[src/rtl/chained_connection_block.sv]
// Unidirectional connection block: straight-through E/W tracks plus
// CONTROLIN selectable control outputs, configured over a serial daisy
// chain with a shadow register and an atomic, length-checked commit.
module chained_connection_block #(
   parameter int W          = 8,
   parameter int CONTROLIN  = 6,
   parameter int SEL_PER_IN = $clog2(W*2),
   parameter int FIELD      = SEL_PER_IN + 2,
   parameter int CONF_WIDTH = FIELD*CONTROLIN,
   parameter int CNT_W      = $clog2(CONF_WIDTH+1)
) (
   input  logic                 clk,
   input  logic                 rst,
   input  logic [W-1:0]         east_in,
   input  logic [W-1:0]         west_in,
   output logic [W-1:0]         east_out,
   output logic [W-1:0]         west_out,
   output logic [CONTROLIN-1:0] control_input,
   input  logic                 cfg_in,
   input  logic                 cfg_shift,
   input  logic                 cfg_commit,
   output logic                 cfg_out,
   output logic                 cfg_full,
   output logic                 cfg_err
);

   // Source vector padded to the full select range; unused codes read 0.
   localparam int NSRC = 1 << SEL_PER_IN;
   localparam logic [CNT_W-1:0] CNT_FULL = CNT_W'(CONF_WIDTH);

   logic [CONF_WIDTH-1:0] shadow_q, shadow_d;
   logic [CONF_WIDTH-1:0] active_q, active_d;
   logic [CNT_W-1:0]      cnt_q, cnt_d;
   logic                  err_q, err_d;
   logic [CONTROLIN-1:0]  q_q;
   logic [CONTROLIN-1:0]  mux_val;
   logic [NSRC-1:0]       src_pad;
   logic                  commit_ok;

   // Tracks pass straight through regardless of configuration or reset.
   assign east_out = west_in;
   assign west_out = east_in;

   assign cfg_out  = shadow_q[0];
   assign cfg_full = (cnt_q == CNT_FULL);
   assign cfg_err  = err_q;

   // A commit is accepted only on a complete frame with no concurrent shift.
   assign commit_ok = cfg_commit && !cfg_shift && (cnt_q == CNT_FULL);

   // Build the zero-padded source vector {west_in, east_in}.
   always_comb begin
      src_pad            = '0;
      src_pad[2*W-1:0]   = {west_in, east_in};
   end

   // Next-state logic for the config chain, counter and error pulse.
   always_comb begin
      shadow_d = shadow_q;
      active_d = active_q;
      cnt_d    = cnt_q;
      err_d    = 1'b0;
      if (cfg_shift) begin
         shadow_d = {cfg_in, shadow_q[CONF_WIDTH-1:1]};
         if (cnt_q != CNT_FULL) begin
            cnt_d = cnt_q + CNT_W'(1);
         end
      end
      if (commit_ok) begin
         active_d = shadow_q;
         cnt_d    = '0;
      end else if (cfg_commit) begin
         err_d = 1'b1;
      end
   end

   // Configuration state registers.
   always_ff @(posedge clk) begin
      if (rst) begin
         shadow_q <= '0;
         active_q <= '0;
         cnt_q    <= '0;
         err_q    <= 1'b0;
      end else begin
         shadow_q <= shadow_d;
         active_q <= active_d;
         cnt_q    <= cnt_d;
         err_q    <= err_d;
      end
   end

   // Per-output pipeline flops always follow the mux, independent of mode.
   always_ff @(posedge clk) begin
      if (rst) begin
         q_q <= '0;
      end else begin
         q_q <= mux_val;
      end
   end

   genvar gi;
   generate
      for (gi = 0; gi < CONTROLIN; gi++) begin : g_out
         logic [SEL_PER_IN-1:0] sel;
         logic                  en;
         logic                  rg;
         assign sel = active_q[FIELD*gi +: SEL_PER_IN];
         assign en  = active_q[FIELD*gi + SEL_PER_IN];
         assign rg  = active_q[FIELD*gi + SEL_PER_IN + 1];
         assign mux_val[gi]       = en & src_pad[sel];
         assign control_input[gi] = rg ? q_q[gi] : mux_val[gi];
      end
   endgenerate

endmodule

[config.mk]
export PLATFORM = sky130hd
export DESIGN_NAME = chained_connection_block
export DESIGN_NICKNAME = d
export VERILOG_FILES = /design/src/rtl/chained_connection_block.sv
export SDC_FILE = /design/constraint.sdc
export NUM_CORES = 1
export LEC_CHECK = 0
export ABC_CLOCK_PERIOD_IN_PS = 1600
export CAP_MARGIN = 20
export CORE_MARGIN = 1
export CORE_UTILIZATION = 51
export CTS_CLUSTER_SIZE = 20
export DETAILED_ROUTE_END_ITERATION = 10
export GPL_ROUTABILITY_DRIVEN = 0
export PLACE_DENSITY = 0.87
export REMOVE_ABC_BUFFERS = 1
export SETUP_SLACK_MARGIN = 0.5
export SYNTH_ARGS = -nofsm -noshare
export SYNTH_HDL_FRONTEND = slang
export SYNTH_SLANG_ARGS = --single-unit
export TNS_END_PERCENT = 10
[constraint.sdc]
create_clock -name clk -period 1.6 [get_ports clk]
set_input_delay 0.24 -clock clk [delete_from_list [all_inputs] [get_ports clk]]
set_output_delay 0.24 -clock clk [all_outputs]
set_load 0.01 [all_outputs]
==> impl_metrics.tcl <==
set metrics [dict create \
    drt-total-wl_um 11600 \
    period_share 1.35 \
    routedWlPerCell_um 18.3 \
    synthMostInstantiatedCell "dfxtp_1" \
    cts_buffers 9 \
    critPathMaxFanout 4 \
    layout_setup_ws_ns -0.564 \
    cts_sinks 85 \
    synth-async-reset-ratio 0 \
    slew_headroom 0.654 \
    ys_seq_area_frac 0.410 \
    worst_slew_pin_slew_ns 0.519 \
    status "complete, but fails checks" \
    holdCritPathClass "in2reg" \
    synth_seq_cells 85 \
    clock_skew_ns 0.00661 \
    dominantRegCellSynth "dfxtp_1" \
    finalHoldViolCount 0 \
    synthTopCellsByArea "dfxtp_1 (41%), mux2i_1 (17%), nand2_1 (7.0%), a21oi_1 (4.8%), mux4_2 (4.3%)" \
    synth-edff-count 0 \
    multiInputGateArea_um2 2300 \
    yosysTopAreaCellShare 0.410 \
    drive_gt1_frac 0.300 \
    start_util 0.531 \
    vias 3695 \
    num-nets-final 551 \
    ir_drop_uv 441 \
    fp-row-count 32 \
    setup_viol 44 \
    hold-worst-slack_ns 0.318 \
    clock-root-buffer "clkbuf_8" \
    path_class "reg2out" \
    grt_antenna_before_repair 0 \
    die_y_um 92.2 \
    violations "negative setup slack" \
    path_cells "mux4_2, nand2b_4, nand4b_1, a31oi_2, buf_2" \
    fmax_ghz 0.462 \
    setup_tns_ns -4.76 \
    core_um2 7810 \
    fillers 556 \
    vias_per_cell 5.82 \
    finalMaxSlewViolations 0 \
    max_stage_delay_ns 0.53 \
    yosysWarnings 0 \
    final_util 0.683 \
    numPortBuffers 45 \
    dr.pass1.iters 5 \
    synth.avg_cell_area_um2 8.92 \
    p_per_area_nw_per_um2 822 \
    drt_iter0_drc 199 \
    start_kind "flop" \
    required_ns 1.36 \
    grt-ovfl-total 0 \
    regArea_um2 1730 \
    grt_first_pass_wirelength_um 17300 \
    hpwl_um 6480 \
    drv.max_cap_violation_count 0 \
    crit_arrival_ns 1.92 \
    synth_cell_types 33 \
    ioPinCount 46 \
    end_kind "output pin" \
    period_needed_ns 2.16 \
    num_antenna_cells 0 \
    clockBufferDepth 2 \
    p_leak_uw 0.00201 \
    grt_max_degree 44 \
    syn_area_um2 4150 \
    dieWidth_um 92.2 \
    clk_pin_slew_ns 0.08 \
    cts_tree "built" \
    synth_top_area_cell "dfxtp_1" \
    synthCells 465 \
    clkLatencyLatePin_ns 0.38 \
    drc 0 \
    power_uw 4380 \
    ant_nets 0 \
    track_usage 0.262 \
    cpMaxStageDelayCell "mux4_2" \
    grt_pass1_vias 3600 \
    dieArea_um2 8500 \
    htree_levels 3 \
    synth_common_cells "dfxtp_1 (85), nand2_1 (77), mux2i_1 (69)" \
    area_growth_pct 28.4 \
    rsz0062_at_grt "yes" \
]
worst max-delay path: cells and delay by family (launching register included):
kind / cells / cell delay [ns]
multiplexers: 1 / 0.53
flip-flops: 1 / 0.39
AND/OR/NAND/NOR: 2 / 0.33
buffers and inverters: 1 / 0.16
AO/OA/AOI/OAI: 1 / 0.14
layout by cell type (no fill, tap or decap), types with 2 or more instances in the layout:
cell / n
o311ai_2: 4
nand2b_1: 6
nand4_1: 5
o22ai_1: 3
xnor2_1: 3
dfxtp_4: 6
buf_6: 12
clkdlybuf4s50_1: 6
a21oi_1: 23
buf_4: 45
dfxtp_2: 7
a31oi_1: 5
nor2_1: 46
a211oi_1: 2
mux2i_2: 3
a21oi_2: 20
nand2_1: 77
nor3b_1: 3
clkdlybuf4s15_2: 4
inv_1: 11
dfxtp_1: 72
buf_12: 5
nand2b_4: 6
nor2b_1: 4
nand4b_1: 4
mux4_2: 8
clkbuf_2: 4
dlygate4sd2_1: 13
xor2_1: 2
buf_2: 10
clkbuf_8: 10
a22oi_1: 8
nor3b_2: 2
bufinv_16: 3
nor3_1: 9
mux2i_1: 65
path summary, 6_finish.rpt:
| path | startpoint | to | slack (ns) | cells past startpoint |
|---|---|---|---|---|
| min | rst | shadow_q[22] | 0.32 | 2 |
| max reg2reg | active_q[14] | q_q[2] | -0.43 | 11 |
| min reg2reg | active_q[11] | active_q[11] | 0.46 | 2 |
| max | active_q[20] | control_input[3] | -0.56 | 5 |
sequential cells by signal, summed over array words and instances (netlist names):
signal / flops
q_q: 6
cfg_err: 1
active_q: 36
cnt_q: 6
shadow_q: 36
cells by family after synthesis:
kind of cell	Yosys count	share of synthesized area
fa+ha+maj	2	0.00603
flops	85	0.410
buf+inv	60	0.0823
xor+xnor	5	0.0106
compound gates	67	0.0962
mux	77	0.210
simple gates	169	0.185
routing by layer:
| metal | up-vias | global-route usage | share of wire | wire length [µm] |
|---|---|---|---|---|
| li1 | 1714 | - | - | - |
| met1 | 1766 | 0.301 | 0.39 | 4560 |
| met2 | 163 | 0.451 | 0.50 | 5850 |
| met3 | 52 | 0.0622 | 0.057 | 665 |
| met4 | 0 | 0.138 | 0.049 | 565 |
| met5 | - | 0 | 0 | 0 |
layout make-up:
type / count / area share
Clock inverter: 5 / 0.0200
Timing Repair Buffer: 100 / 0.164
Inverter: 12 / 0.00845
Tap cell: 102 / 0.0239
Multi-Input combinational cell: 320 / 0.432
Clock buffer: 11 / 0.0265
Sequential cell: 85 / 0.325
per-stage QoR:
stage / setup slack, ns / cells / area [µm²]
after floorplan: -0.395 / 417 / 3850
after global placement: -0.939 / 603 / 4780
after detailed placement: -0.933 / 603 / 4780
after CTS: -0.460 / 631 / 5140
after global routing: -0.604 / 635 / 5330
final: -0.564 / 635 / 5330
where the power goes:
part	switching (µW)	internal, µW
Sequential	6.45	2110
Combinational	196	167
Clock	809	1090
Total	1010	3370
what timing repair did:
item                                   4_1_cts  5_1_grt
gates resized for setup                    128       47
setup endpoints to repair                   74       66
pin swaps                                   18       11
endpoints found under the hold margin        0        0
hold buffers                                 0        0
buffers inserted                            12        4
Power figures use the tool's default switching activity.
